File: config.mk
export PLATFORM = sky130hd
export DESIGN_NAME = wb_port_arbiter
export DESIGN_NICKNAME = d
export VERILOG_FILES = /design/src/rtl/wb_port_arbiter.sv
export SDC_FILE = /design/constraint.sdc
export NUM_CORES = 1
export LEC_CHECK = 0
export CAP_MARGIN = 20
export CELL_PAD_IN_SITES_DETAIL_PLACEMENT = 1
export CELL_PAD_IN_SITES_GLOBAL_PLACEMENT = 1
export CORE_ASPECT_RATIO = 0.9
export CORE_MARGIN = 2
export CORE_UTILIZATION = 45
export CTS_BUF_LIST = sky130_fd_sc_hd__clkbuf_2
export CTS_CLUSTER_SIZE = 25
export DETAILED_ROUTE_END_ITERATION = 12
export GPL_ROUTABILITY_DRIVEN = 1
export PLACE_DENSITY_LB_ADDON = 0.1
export SETUP_SLACK_MARGIN = 0.3
export SYNTH_ARGS = -nofsm -noshare
export SYNTH_HDL_FRONTEND = slang
export SYNTH_SLANG_ARGS = --single-unit
File: constraint.sdc
create_clock -name clk -period 9.7 [get_ports clk]
set_input_delay 0.97 -clock clk [delete_from_list [all_inputs] [get_ports clk]]
set_output_delay 0.97 -clock clk [all_outputs]
set_load 0.02 [all_outputs]
File: src/rtl/wb_port_arbiter.sv
// wb_port_arbiter: shares the single regfile write port between the in-order
// writeback stage and a small FIFO of multiply/divide results. The pipeline
// wins by default; a starvation counter forces a DRAIN window that stalls the
// pipeline until every buffered MDU result has retired.
module wb_port_arbiter #(
  parameter int FIFO_DEPTH   = 2,
  parameter int STARVE_LIMIT = 4
) (
  input  logic                          clk,
  input  logic                          reset,
  input  logic                          pipe_valid,
  input  logic [4:0]                    pipe_rd,
  input  logic [63:0]                   pipe_data,
  output logic                          pipe_stall,
  input  logic                          mdu_valid,
  input  logic [4:0]                    mdu_rd,
  input  logic [63:0]                   mdu_data,
  output logic                          mdu_ready,
  output logic                          rf_we,
  output logic [4:0]                    rf_waddr,
  output logic [63:0]                   rf_wdata,
  output logic [$clog2(FIFO_DEPTH):0]   fifo_count
);

  localparam int AW = $clog2(FIFO_DEPTH);
  localparam int CW = AW + 1;
  localparam int SW = $clog2(STARVE_LIMIT + 1);
  localparam logic [CW-1:0] COUNT_FULL = CW'(FIFO_DEPTH);
  localparam logic [SW-1:0] STARVE_MAX = SW'(STARVE_LIMIT);

  typedef enum logic [0:0] {
    ST_NORMAL = 1'b0,
    ST_DRAIN  = 1'b1
  } state_e;

  // Each FIFO entry carries {rd, data}.
  logic [68:0]    fifo_mem_q [FIFO_DEPTH];
  logic [AW-1:0]  wr_ptr_q, wr_ptr_d;
  logic [AW-1:0]  rd_ptr_q, rd_ptr_d;
  logic [CW-1:0]  count_q, count_d;
  logic [SW-1:0]  starve_q, starve_d;
  state_e         state_q, state_d;
  logic           rf_we_q, rf_we_d;
  logic [4:0]     rf_waddr_q, rf_waddr_d;
  logic [63:0]    rf_wdata_q, rf_wdata_d;

  logic           fifo_empty;
  logic           fifo_full;
  logic           push;
  logic           grant_fifo;
  logic           grant_pipe;
  logic [4:0]     head_rd;
  logic [63:0]    head_data;

  assign fifo_empty = (count_q == '0);
  assign fifo_full  = (count_q == COUNT_FULL);
  assign head_rd    = fifo_mem_q[rd_ptr_q][68:64];
  assign head_data  = fifo_mem_q[rd_ptr_q][63:0];

  // Pushes are refused while full (even if a pop is pending) and during DRAIN,
  // which is what bounds the DRAIN window to FIFO_DEPTH cycles.
  assign mdu_ready  = !reset && !fifo_full && (state_q != ST_DRAIN);
  assign push       = mdu_valid && mdu_ready;

  assign pipe_stall = (state_q == ST_DRAIN);
  assign rf_we      = rf_we_q;
  assign rf_waddr   = rf_waddr_q;
  assign rf_wdata   = rf_wdata_q;
  assign fifo_count = count_q;

  // Grant selection: DRAIN forces the FIFO head, else pipeline first, else FIFO.
  always_comb begin
    grant_fifo = 1'b0;
    grant_pipe = 1'b0;
    if (state_q == ST_DRAIN && !fifo_empty) begin
      grant_fifo = 1'b1;
    end else if (pipe_valid && state_q != ST_DRAIN) begin
      grant_pipe = 1'b1;
    end else if (!fifo_empty) begin
      grant_fifo = 1'b1;
    end
  end

  // Next-state for FIFO pointers/count, starvation counter, FSM and write port.
  always_comb begin
    wr_ptr_d   = wr_ptr_q;
    rd_ptr_d   = rd_ptr_q;
    count_d    = count_q;
    starve_d   = starve_q;
    state_d    = state_q;
    rf_we_d    = 1'b0;
    rf_waddr_d = rf_waddr_q;
    rf_wdata_d = rf_wdata_q;

    if (push) begin
      wr_ptr_d = wr_ptr_q + AW'(1);
    end
    if (grant_fifo) begin
      rd_ptr_d = rd_ptr_q + AW'(1);
    end
    unique case ({push, grant_fifo})
      2'b10:   count_d = count_q + CW'(1);
      2'b01:   count_d = count_q - CW'(1);
      default: count_d = count_q;
    endcase

    // Only an entry already present at the start of the cycle can starve.
    if (fifo_empty || grant_fifo) begin
      starve_d = '0;
    end else if (starve_q != STARVE_MAX) begin
      starve_d = starve_q + SW'(1);
    end

    unique case (state_q)
      ST_NORMAL: if (starve_d == STARVE_MAX) state_d = ST_DRAIN;
      ST_DRAIN:  if (count_d == '0) state_d = ST_NORMAL;
      default:   state_d = ST_NORMAL;
    endcase

    // A write to x0 consumes the entry but never asserts the enable.
    if (grant_pipe) begin
      rf_we_d    = (pipe_rd != 5'd0);
      rf_waddr_d = pipe_rd;
      rf_wdata_d = pipe_data;
    end else if (grant_fifo) begin
      rf_we_d    = (head_rd != 5'd0);
      rf_waddr_d = head_rd;
      rf_wdata_d = head_data;
    end
  end

  // FIFO storage: written only on an accepted push, contents need no reset.
  always_ff @(posedge clk) begin
    if (push) begin
      fifo_mem_q[wr_ptr_q] <= {mdu_rd, mdu_data};
    end
  end

  // Control and write-port registers with asynchronous reset.
  always_ff @(posedge clk or posedge reset) begin
    if (reset) begin
      wr_ptr_q   <= '0;
      rd_ptr_q   <= '0;
      count_q    <= '0;
      starve_q   <= '0;
      state_q    <= ST_NORMAL;
      rf_we_q    <= 1'b0;
      rf_waddr_q <= 5'd0;
      rf_wdata_q <= 64'd0;
    end else begin
      wr_ptr_q   <= wr_ptr_d;
      rd_ptr_q   <= rd_ptr_d;
      count_q    <= count_d;
      starve_q   <= starve_d;
      state_q    <= state_d;
      rf_we_q    <= rf_we_d;
      rf_waddr_q <= rf_waddr_d;
      rf_wdata_q <= rf_wdata_d;
    end
  end

endmodule

==> key figures, run 1 <==
Synth
  – Sequential element share of the synthesized area: 0.699
  – Distinct cells, synth: 31
  – Synth warn: 0
  – Register bit total from synthesis: roughly 220
  – Area contributors post-synth: edfxtp_1, dfrtp_1, mux2_2
  – Mapped Area: between 0.008 and 0.009 mm^2
  – Cell accounting for the most synthesized area: edfxtp_1
  – Post-synthesis net count: between 700 and 800
  – Syn Inst Count: ~570
  – Syn avg cell area: around 15 um^2
  – Synth top area share: 0.475

Critical path
  – R2R setup slack: approximately 7000 ps
  – Startpoint types: input pin
  – RR Startpoint: fifo_count[0]
  – Worst path bufs/invs: 4
  – R2R depth: 3
  – WP data required: 8730 ps
  – Slowest CP cell: buf_4
  – Kind of critical path: in2out
  – CP delay by family, top: buffers and inverters
  – Critical path capture point type: output port
  – R2R Path End: fifo_mem_q[0][60]
  – CP Data Arrival Time: 3440 ps
  – Crit-path max cell delay: between 600 and 700 ps
  – Worst-path cell chain: clkdlybuf4s50_1 -> clkinv_2 -> buf_4 -> o211a_1 -> clkdlybuf4s50_1
  – CP max FO: 47
  – CP most frequent cell: clkdlybuf4s50_1

Clock tree
  – Setup Buffers After CTS: 0
  – CTS Buf Count: 54
  – Post_cts resized: 0
  – CTS tree: done
  – Clock-pin slew on the worst setup and hold paths: ~90 ps
  – Clk sinks: around 220
  – CTS hold repair buffers: 0
  – CTS Root Buffer Type: clkbuf_2
  – CTS H-tree depth: 2
  – Clock Path Buffers: 3
  – Worst-skew pair later-pin latency: 790 ps

Power and ir drop
  – Clock power frac: 0.207
  – Worst VDD drop: ~0.13 mV
  – Comb power frac: 0.355
  – Leakage: roughly 4.7 nW
  – PnR Total Power: between 3 and 4 mW
  – Cell area power density: ~270 mW/mm^2
  – Sw frac: 0.345
  – Psw: approximately 1.1 mW
  – Sequential power share: 0.438
  – Internal power: ~2 mW

Timing
  – Unrepaired setup endpoints after global routing: false
  – Slew Viols, Final: 0
  – Max Clk Rate: between 0.2 and 0.25 GHz
  – Max-slew headroom: 0.305
  – Final Hold Fails: 0
  – Final min period: around 4400 ps
  – Worst-Margin Slew: 1040 ps
  – Period utilization: 0.454
  – Setup TNS: 0 ps
  – Clock Skews: around 40 ps
  – Final setup viols: 0

Cells and area
  – # nets final: 960
  – Multi-input logic area: ~0.0024 mm^2
  – Commonest non-fill, non-tap cell in the layout: clkdlybuf4s50_1
  – Register Area: 0.00610 mm^2
  – Proportion of layout cells with a drive suffix above 1: 0.207
  – Area grow syn2layout: 32.8%
  – Most frequent cells in the layout: clkdlybuf4s50_1, edfxtp_1, clkbuf_2, dfrtp_1, nand2_1
  – Fillcell total: 1898
  – Post-layout instance area: approximately 0.012 mm^2

Routing
  – DRC: 0
  – Routed len/inst: approximately 19 um
  – Vias/cell: roughly 5
  – Pre-antenna DRT Iters: 4
  – Starting DRT DRC Count: 206
  – Final wirelength: 20900 um
  – Vias: between 5000 and 6000
  – Antenna-violating nets left: 0

Placement
  – Routability congestion estimate from global placement: approximately 0.76
  – I/O Buffers: around 220
  – DP Area: 0.0110 mm^2
  – HPWL Detailed: 13500 um

Job
  – Max cap viols: 0

Min path
  – Hold Startpoint: rf_wdata[22]
  – Worst hold path depth: 2
  – Worst min path class: reg2reg
  – Hold worst-path end: rf_wdata[22]

Floorplan
  – Initial core utilization: 0.457
  – Die ar.: roughly 0.021 mm^2
  – Die Ht: ~140 um
  – Site Rows: 48
  – # IOs: 216
  – Placeable Area: around 0.019 mm^2
  – Die Wd: 151 um

Global route
  – Largest net degree at the start of global routing: 91
  – Initial antenna violation count: 1
  – Vias in the first global route: 6296
  – Total gr overflow: 0
  – GRT Total Usage: 0.207
  – First-pass GRT wire length: around 33000 um

Status
  – Outcome: completed
-- synthesized netlist by cell type --
cell and n:
o211a_1 1, nand3_1 1, and3_1 1, o21ai_1 14
a21oi_1 2, o2111ai_1 1, dfrtp_1 78, xnor2_1 5
clkbuf_1 13, inv_1 5, o21ai_0 56, mux2_2 69
edfxtp_1 138, nand2_4 1, nor3_1 3, buf_8 1
nand2_1 72, ha_1 3, buf_12 1, mux2i_1 69
a32oi_1 1, nor2b_1 2, xor2_1 2, or2_4 1
nor2_1 8, a221o_1 1, o41ai_2 2, buf_2 10
or4b_1 1, buf_6 8, or4_1 2
-- routing by layer --
layer  GRT usage  part of all wire  vias up
met5           0                 0        -
met4      0.0659             0.014        0
met3      0.0574             0.066       26
met2       0.352              0.49      170
met1       0.257              0.43     2748
li1            -                 -     2633
-- layout make-up --
class,instances,share of cell area
sequential,216,0.527
timing repair buffer,220,0.190
clock buffer,85,0.0367
tap,250,0.0270
multi-input combinational,318,0.207
clock inverter,16,0.0104
antenna,1,0.000216
inverter,5,0.00173
-- worst max-delay path by stage --
stage          startpoint  cells after the start  slack [ps]           endpoint
2_1_floorplan       reset                      3        3110   fifo_mem_q[0][0]
3_3_place_gp        reset                      6        4890  fifo_mem_q[0][59]
3_5_place_dp        reset                      6        4770  fifo_mem_q[0][58]
4_1_cts             reset                      5        5190          mdu_ready
5_1_grt             reset                      5        5040          mdu_ready
6_report            reset                      5        5290          mdu_ready
-- state kept, by name, summed over array words and instances, names as in the netlist --
register	flops
fifo_mem_q	138
rf_wdata	64
rf_waddr	5
starve_q	3
fifo_count	2
pipe_stall	1
rd_ptr_q	1
rf_we	1
wr_ptr_q	1
-- cell families (layout without fill, tap and decap cells) --
group	after synthesis	after routing	synth area share
flip-flops	216	216	0.699
multiplexers	138	138	0.168
AND/OR/NAND/NOR	92	92	0.0441
AO/OA/AOI/OAI	78	78	0.0494
buffers and inverters	38	326	0.0278
XOR/XNOR	7	7	0.00703
adder cells (fa/ha/maj)	3	3	0.00431
other	0	1	0
-- through the flow --
stage	setup slack (ps)	hold WS (ps)	utilization	std cells
final	5290	574	0.607	1111
after global routing	5040	567	0.607	1111
after CTS	5190	507	0.605	1109
after detailed placement	4770	548	0.577	1008
after global placement	4890	535	0.577	1008
after floorplan	3110	461	-	572
-- worst reg2reg max path, cell delays in order, from the launching register on --
cell	delay, ps
dfrtp_1	550
o2111ai_1	340
nor2_4	760
buf_4	620
-- power groups by stage --
| stage | Combinational, mW | Clock [mW] | Sequential (mW) |
|---|---|---|---|
| final | 1.12 | 0.650 | 1.38 |
| after global routing | 1.20 | 0.717 | 1.41 |
| after CTS | 1.13 | 0.676 | 1.38 |
| after detailed placement | 1.13 | 0 | 1.40 |
| after global placement | 1.09 | 0 | 1.39 |
| after floorplan | 0.624 | 0 | 1.46 |
(Power assumes the default switching activity.)
==> run 2: changes to the inputs <==
Settings changed: CORE_UTILIZATION 45 to 38.
Clock period 9.7 ns to 3.6 ns, I/O delays scaled along.
==> key figures, run 2 (synthesized netlist as in run 1, its figures left out) <==
Clock tree
  – CTS tree: done
  – Post_cts resized: 0
  – CTS Root Buffer Type: clkbuf_2
  – Setup Buffers After CTS: 0
  – CTS H-tree depth: 2
  – Clock Path Buffers: 3
  – CTS Buf Count: 54
  – Worst-skew pair later-pin latency: roughly 770 ps
  – CTS hold repair buffers: 0
  – Clock-pin slew on the worst setup and hold paths: ~120 ps
  – Clk sinks: about 220

Cells and area
  – Max FFs per register: between 100 and 150
  – # nets final: about 960
  – Commonest non-fill, non-tap cell in the layout: clkdlybuf4s50_1
  – Most frequent cells in the layout: clkdlybuf4s50_1, edfxtp_1, clkbuf_2, dfrtp_1, nand2_1
  – Area grow syn2layout: 33.7%
  – Largest Register: fifo_mem_q
  – Non-filler cells, final: ~1200
  – Final Util: 0.518
  – Proportion of layout cells with a drive suffix above 1: 0.197

Floorplan
  – Die Wd: roughly 160 um
  – Initial core utilization: 0.387
  – # IOs: roughly 220
  – Die ar.: 0.0242 mm^2
  – Placeable Area: 0.0225 mm^2
  – Die Ht: between 100 and 150 um
  – Site Rows: 52

Critical path
  – CP Data Arrival Time: 2190 ps
  – Kind of critical path: reg2out
  – R2R setup slack: 1480 ps
  – CP max FO: 8
  – RR Startpoint: rd_ptr_q
  – Startpoint types: register
  – Crit path from: fifo_count[0]
  – WP data required: roughly 3200 ps
  – Critical path capture point type: output port
  – R2R depth: 4
  – R2R Path End: rf_wdata[11]

Placement
  – I/O Buffers: 215
  – Placed cells: 1058
  – Routability congestion estimate from global placement: roughly 0.73
  – HPWL Detailed: between 10000 and 15000 um
  – Place WS: approximately 1200 ps

Power and ir drop
  – Cell area power density: 710 mW/mm^2
  – Worst VDD drop: between 0.2 and 0.3 mV
  – Leakage: 4.67 nW

Timing
  – Period utilization: 0.708
  – Setup TNS: 0 ps
  – Max-slew headroom: 0.427
  – Worst setup margin: between 1000 and 1500 ps
  – Max Clk Rate: roughly 0.39 GHz
  – Worst hold margin: 117 ps
  – Slew Viols, Final: 0
  – Unrepaired setup endpoints after global routing: false
  – Final Hold Fails: 0
  – Final min period: approximately 2600 ps
  – Worst-Margin Slew: 859 ps
  – Clock Skews: roughly 46 ps
  – Final setup viols: 0

Routing
  – DRC: 0
  – Routed len/inst: roughly 18 um
  – Pre-antenna DRT Iters: 4
  – Vias/cell: approximately 4.7
  – Starting DRT DRC Count: roughly 150
  – Antenna-violating nets left: 0
  – Vias: around 5500
  – Final wirelength: roughly 21000 um

Status
  – Outcome: completed

Job
  – Max cap viols: 0

Global route
  – GRT Total Usage: 0.176
  – Initial antenna violation count: 1
  – Total gr overflow: 0
  – First-pass GRT wire length: ~33000 um
  – Vias in the first global route: roughly 6300
  – Largest net degree at the start of global routing: roughly 140

Min path
  – Worst min path class: in2async
[run 2: cell types whose count changed in the layout (fill, tap and decap cells not counted), moves of 2 or more]
| cell | previous run | this run |
|---|---|---|
| clkinv_2 | 7 | 4 |
| clkinv_1 | 6 | 18 |
| bufinv_16 | 2 | 0 |
| buf_12 | 1 | 3 |
| clkbuf_2 | 85 | 80 |
| inv_2 | 2 | 0 |
[run 2: metrics by stage]
stage               cell area, um^2  total power [mW]
floorplan                      8730              5.60
global placement              11100              6.71
detailed placement            11100              6.82
CTS                           11600              8.45
global route                  11700              8.85
finish                        11700              8.28
[run 2: layout make-up]
| cell class | instances | area, um^2 |
|---|---|---|
| fillers | 2273 | 10900 |
| flip-flops and latches | 216 | 6100 |
| multi-input cells | 318 | 2400 |
| repair buffers | 223 | 2270 |
| clock buffers | 80 | 400 |
| well taps | 297 | 372 |
| clock inverters | 22 | 87.6 |
| inverters | 5 | 22.5 |
| diodes | 2 | 5.00 |
[run 2: report_power, final]
part	internal, mW	switching (mW)	total, mW
combinational	1.56	1.50	3.06
clock	0.600	0.962	1.56
sequential	3.24	0.422	3.66
total	5.40	2.89	8.28
[run 2: metal layers]
metal / part of all wire / vias to the layer above / GRT usage
li1: - / 2623 / -
met1: 0.43 / 2680 / 0.223
met2: 0.48 / 175 / 0.293
met3: 0.068 / 35 / 0.0539
met4: 0.017 / 0 / 0.0518
met5: 0 / - / 0
[run 2: critical path: stages, from the launching register on]
cell,delay (ps)
dfrtp_1,530
o211a_1,230
clkdlybuf4s50_1,660
[run 2: how the worst max path moves through the flow]
stage / endpoint / slack (ps) / cells after the start
after floorplan: fifo_mem_q[0][0] / 450 / 3
after global placement: fifo_mem_q[1][18] / 1240 / 5
after detailed placement: fifo_mem_q[1][19] / 1200 / 5
after CTS: mdu_ready / 930 / 2
after global routing: mdu_ready / 850 / 2
final: mdu_ready / 1050 / 2
